File: src/rtl/lfsr_period_monitor.sv
// Measures the recurrence period of an LFSR state stream, counted in valid samples.
// Reports period, maximal-length, lock-up and timeout flags once per measurement.
module lfsr_period_monitor #(
  parameter int WIDTH = 4,
  parameter int CNT_W = 8
) (
  input  logic             clk,
  input  logic             rst,
  input  logic             start,
  input  logic [WIDTH-1:0] state_in,
  input  logic             state_valid,
  output logic             busy,
  output logic             done,
  output logic [CNT_W-1:0] period,
  output logic             max_len,
  output logic             stuck,
  output logic             timeout
);

  localparam logic [1:0] S_IDLE    = 2'd0;
  localparam logic [1:0] S_ARM     = 2'd1;
  localparam logic [1:0] S_MEASURE = 2'd2;
  localparam logic [1:0] S_DONE    = 2'd3;

  localparam logic [CNT_W-1:0] CNT_MAX        = '1;
  localparam logic [31:0]      MAX_LEN_PERIOD = 32'((64'd1 << WIDTH) - 64'd1);

  logic [1:0]       state_q, state_d;
  logic [WIDTH-1:0] ref_q, ref_d;
  logic [CNT_W-1:0] count_q, count_d;
  logic [CNT_W-1:0] period_q, period_d;
  logic             max_len_q, max_len_d;
  logic             stuck_q, stuck_d;
  logic             timeout_q, timeout_d;

  logic [CNT_W-1:0] count_inc;
  logic             is_match;

  // The counter saturates rather than wrapping; the timeout exit fires at the ceiling anyway.
  assign count_inc = (count_q == CNT_MAX) ? count_q : count_q + CNT_W'(1);
  // Gating on state_valid keeps an undriven state_in from reaching the compare.
  assign is_match  = state_valid && (state_in == ref_q);

  always_comb begin
    state_d   = state_q;
    ref_d     = ref_q;
    count_d   = count_q;
    period_d  = period_q;
    max_len_d = max_len_q;
    stuck_d   = stuck_q;
    timeout_d = timeout_q;

    case (state_q)
      S_IDLE: begin
        if (start) begin
          state_d   = S_ARM;
          period_d  = '0;
          max_len_d = 1'b0;
          stuck_d   = 1'b0;
          timeout_d = 1'b0;
        end
      end
      S_ARM: begin
        if (state_valid) begin
          ref_d   = state_in;
          count_d = '0;
          state_d = S_MEASURE;
        end
      end
      S_MEASURE: begin
        if (state_valid) begin
          count_d = count_inc;
          // A match on the last countable sample still counts as a valid period.
          if (is_match) begin
            period_d  = count_inc;
            max_len_d = (32'(count_inc) == MAX_LEN_PERIOD);
            stuck_d   = (count_inc == CNT_W'(1));
            timeout_d = 1'b0;
            state_d   = S_DONE;
          end else if (count_inc == CNT_MAX) begin
            period_d  = '0;
            max_len_d = 1'b0;
            stuck_d   = 1'b0;
            timeout_d = 1'b1;
            state_d   = S_DONE;
          end
        end
      end
      S_DONE: begin
        state_d = S_IDLE;
      end
      default: begin
        state_d = S_IDLE;
      end
    endcase
  end

  always_ff @(posedge clk or negedge rst) begin
    if (!rst) begin
      state_q   <= S_IDLE;
      ref_q     <= '0;
      count_q   <= '0;
      period_q  <= '0;
      max_len_q <= 1'b0;
      stuck_q   <= 1'b0;
      timeout_q <= 1'b0;
    end else begin
      state_q   <= state_d;
      ref_q     <= ref_d;
      count_q   <= count_d;
      period_q  <= period_d;
      max_len_q <= max_len_d;
      stuck_q   <= stuck_d;
      timeout_q <= timeout_d;
    end
  end

  assign busy    = (state_q != S_IDLE);
  assign done    = (state_q == S_DONE);
  assign period  = period_q;
  assign max_len = max_len_q;
  assign stuck   = stuck_q;
  assign timeout = timeout_q;

endmodule

File: config.mk
export PLATFORM = sky130hd
export DESIGN_NAME = lfsr_period_monitor
export DESIGN_NICKNAME = d
export VERILOG_FILES = /design/src/rtl/lfsr_period_monitor.sv
export SDC_FILE = /design/constraint.sdc
export NUM_CORES = 1
export LEC_CHECK = 0
export ABC_AREA = 0
export CAP_MARGIN = 10
export CORE_MARGIN = 10
export CORE_UTILIZATION = 49
export CTS_CLUSTER_DIAMETER = 100
export DETAILED_ROUTE_END_ITERATION = 10
export GPL_ROUTABILITY_DRIVEN = 0
export MAX_ROUTING_LAYER = met4
export PLACE_DENSITY = 0.75
export SLEW_MARGIN = 40
export SYNTH_ARGS = -nofsm -noshare
export SYNTH_HDL_FRONTEND = slang
export SYNTH_SLANG_ARGS = --single-unit
File: constraint.sdc
create_clock -name clk -period 2.2 [get_ports clk]
set_input_delay 0.22 -clock clk [delete_from_list [all_inputs] [get_ports clk]]
set_output_delay 0.22 -clock clk [all_outputs]
set_load 0.01 [all_outputs]
==> load_flow_metrics.sql <==
INSERT INTO impl_metrics (metric_group, metric, value, unit) VALUES
('synthesis', 'ys_seq_elements', '25', ''),
('synthesis', 'synth.area.top_cells', 'sky130_fd_sc_hd__dfrtp_1 (40%), sky130_fd_sc_hd__mux2_4 (9.5%), sky130_fd_sc_hd__ha_1 (4.8%)', ''),
('floorplanning', 'dieHeight', '76.8', 'microns'),
('cells_and_area', 'layout_filler_cell_count', '280', ''),
('setup_path', 'worst-setup-path-type', 'reg2reg', ''),
('clock_network', 'clkSinkCount', '25', ''),
('sta', 'tns', '0', 'ns'),
('sta', 'worst_pin_slew', '0.575', 'ns'),
('sta', 'layout_setup_ws', '0.0282', 'ns'),
('placed_design', 'number_of_buffers_inserted_by_port_buffering', '20', ''),
('detailed_routing', 'wl', '3.51', 'mm'),
('floorplanning', 'top_level_ports', '21', ''),
('grt', 'global_route.overflow_total', '0', ''),
('synthesis', 'synth_top_area_cell', 'sky130_fd_sc_hd__dfrtp_1', ''),
('sta', 'max-slew-margin-rel', '0.614', ''),
('floorplanning', 'floorplan.initialDensity', '0.513', ''),
('detailed_routing', 'drt_drc', '0', ''),
('floorplanning', 'floorplan.die_area', '5890', 'sq um'),
('floorplanning', 'core_region_area', '3080', 'sq um'),
('clock_network', 'max-clock-path-buffers', '2', ''),
('power', 'cellLeakagePower', '0.000789', 'uW'),
('sta', 'slew_violations', '0', ''),
('power', 'peakVddDrop', '486', 'uV'),
('detailed_routing', 'drt_iter0_markers', '119', ''),
('setup_path', 'regToRegEndpoint', 'stuck', ''),
('synthesis', 'synth_simple_gate_area_frac', '0.187', ''),
('synthesis', 'postSynth.topFlopCell', 'sky130_fd_sc_hd__dfrtp_1', ''),
('grt', 'globalRouteTotalUtil', '0.128', ''),
('sta', 'rsz0062_at_grt', 'true', ''),
('sta', 'hold_viol', '0', ''),
('detailed_routing', 'drt-vias-per-instance', '5.54', ''),
('setup_path', 'capturing_element_of_the_worst_setup_path', 'stuck', ''),
('clock_network', 'cts_tree', 'done', ''),
('outcome', 'outcome', 'finished clean', ''),
('clock_network', 'clock_insertion_delay_worst_skew', '0.33', 'ns'),
('synthesis', 'arithmetic_cell_share_of_the_synthesized_area_counting_full_adders_half_adders_and_majority_gates', '0.0475', ''),
('grt', 'grt_pass1_vias', '1329', ''),
('power', 'power.density_cell_area', '871', 'nW/um^2'),
('setup_path', 'critical_path_required', '2.43', 'ns'),
('placed_design', 'dp_hpwl', '2.74', 'mm'),
('sta', 'fmax', '0.460', 'GHz'),
('sta', 'finalWorstPathRequiredPeriod', '2.17', 'ns'),
('detailed_routing', 'vias', '1264', ''),
('sta', 'min_period_over_period', '0.987', ''),
('sta', 'finClkSkew', '0.00352', 'ns'),
('cells_and_area', 'drive_above_1_share', '0.245', ''),
('floorplanning', 'die_w', '76.8', 'microns'),
('synthesis', 'synth_xor_area_frac', '0.0333', ''),
('setup_path', 'start_kind', 'flop', ''),
('synthesis', 'synth_compound_gate_area_share', '0.142', ''),
('placed_design', 'dp_worst_setup_slack', '0.0276', 'ns'),
('setup_path', 'timing.reg2reg.setup_slack', '0.03', 'ns'),
('setup_path', 'critPathLaunch', 'count_q[1]', ''),
('cells_and_area', 'syn2layout_area_growth', '22.7', '%'),
('synthesis', 'async_s_r_ff_share_synth', '1.00', ''),
('worst_hold_path', 'timing.hold.worst.class', 'in2async', ''),
('setup_path', 'reg2reg_from', 'count_q[1]', ''),
('cells_and_area', 'finish.net_count', '199', ''),
('setup_path', 'timing.critical_path.to_type', 'flop', ''),
('job', 'maxCapViolations', '0', ''),
('synthesis', 'synth_nets', '169', ''),
('synthesis', 'post_synth_inst_count', '155', ''),
('grt', 'maximum_number_of_pins_on_one_net_before_global_route_repair', '26', ''),
('grt', 'first_pass_grt_wire_length', '6.20', 'mm'),
('synthesis', 'ys_seq_area_frac', '0.396', ''),
('sta', 'setup_violations', '0', ''),
('synthesis', 'netlist_area_before_placement', '1580', 'sq um'),
('detailed_routing', 'first_pass_iters', '4', ''),
('setup_path', 'timing.critical_path.arrival', '2.40', 'ns'),
('detailed_routing', 'postRouteAntennaNets', '0', ''),
('synthesis', 'portion_of_synthesized_cell_area_occupied_by_the_leading_cell_type', '0.396', '');
==> synth_stat cells, types with 2 or more instances <==
cell type                  number
sky130_fd_sc_hd__or4_1          2
sky130_fd_sc_hd__xnor2_1        6
sky130_fd_sc_hd__nand4_1        3
sky130_fd_sc_hd__a32o_1         2
sky130_fd_sc_hd__o32a_1         2
sky130_fd_sc_hd__buf_4          4
sky130_fd_sc_hd__mux2_2         6
sky130_fd_sc_hd__nand3_1        5
sky130_fd_sc_hd__mux2_4        10
sky130_fd_sc_hd__nand2_1       14
sky130_fd_sc_hd__nor2_1        13
sky130_fd_sc_hd__o21ai_0       15
sky130_fd_sc_hd__and2_1         2
sky130_fd_sc_hd__buf_2          2
sky130_fd_sc_hd__dfrtp_1       25
sky130_fd_sc_hd__nor2b_1        3
sky130_fd_sc_hd__nand2b_1       2
sky130_fd_sc_hd__a21oi_1        3
sky130_fd_sc_hd__inv_1          5
sky130_fd_sc_hd__ha_1           6
==> cell usage in the layout (no fill, tap or decap), drive strengths merged, types with 2 or more instances in the layout <==
cell type	n
a21oi	3
a32o	2
and2	2
and3	2
buf	14
clkbuf	3
clkdlybuf4s50	20
dfrtp	25
ha	6
inv	5
mux2	16
nand2	14
nand2b	2
nand3	6
nand4	4
nor2	13
nor2b	4
nor3	2
o21ai	16
o32a	2
or4	2
xnor2	6
==> cell families (layout without fill, tap and decap cells) <==
| group | after synthesis | count (layout) |
|---|---|---|
| simple gates | 55 | 55 |
| compound gates | 32 | 32 |
| flops | 25 | 25 |
| mux | 17 | 17 |
| buf+inv | 14 | 43 |
| fa+ha+maj | 6 | 6 |
| xor+xnor | 6 | 6 |
==> metrics by stage <==
stage                      util  area, sq um  power [uW]  hold WS, ns  instances
final                     0.629         1940        1690        0.242        228
after global routing      0.629         1940        1830        0.250        228
after CTS                 0.626         1930        1700        0.254        227
after detailed placement  0.613         1890        1450        0.496        223
after global placement    0.613         1890        1420        0.499        223
after floorplan               -         1580        1200      -0.0756        155
==> sequential cells by signal, summed over array words and instances, names as in the netlist <==
signal and count:
count_q 8, max_len 1, ref_q 4, stuck 1, period 8, timeout 1
state_q 2
==> how the worst min path moves through the flow <==
stage / from / endpoint / cells past startpoint
final: rst / count_q[5] / 2
after global routing: rst / period[4] / 2
after CTS: rst / period[6] / 2
after detailed placement: period[1] / period[1] / 1
after global placement: period[7] / period[7] / 1
after floorplan: rst / count_q[0] / 0
==> what timing repair did <==
item / 4_1_cts / 5_1_grt
setup endpoints to repair: 1 / 10
hold endpoints to repair: 0 / 0
buffers inserted: 0 / 1
pin swaps: 0 / 0
hold buffers: 0 / 0
gates resized for setup: 1 / 2
==> critical path, stage by stage (launching register included) <==
cell	delay [ns]
sky130_fd_sc_hd__dfrtp_1	0.44
sky130_fd_sc_hd__ha_4	0.21
sky130_fd_sc_hd__or4_1	0.54
sky130_fd_sc_hd__o221ai_2	0.10
sky130_fd_sc_hd__a31oi_2	0.14
sky130_fd_sc_hd__nor2b_2	0.17
sky130_fd_sc_hd__buf_12	0.16
sky130_fd_sc_hd__mux2_4	0.30
==> power by group <==
| part | total (uW) | switching (uW) | leakage, uW | internal [uW] |
|---|---|---|---|---|
| Sequential | 626 | 79.7 | 0.000331 | 546 |
| Clock | 221 | 151 | 0.0000139 | 69.6 |
| Combinational | 841 | 406 | 0.000444 | 435 |
| Total | 1690 | 637 | 0.000789 | 1050 |
==> layer usage <==
metal	routed length [microns]	global-route usage	vias to the layer above
met3	154	0.0245	4
met1	1520	0.149	613
li1	-	-	612
met2	1800	0.218	35
met4	37	0.0390	0
met5	0	-	-
==> final cells by class <==
class / instances / area, sq um / area share
Multi-Input combinational cell: 116 / 887 / 0.458
Sequential cell: 25 / 628 / 0.324
Timing Repair Buffer: 34 / 318 / 0.164
Tap cell: 44 / 55.1 / 0.0284
Clock buffer: 3 / 22.5 / 0.0116
Inverter: 5 / 18.8 / 0.00969
Clock inverter: 1 / 7.51 / 0.00388
Note: power is estimated with default switching activity, not from simulation.
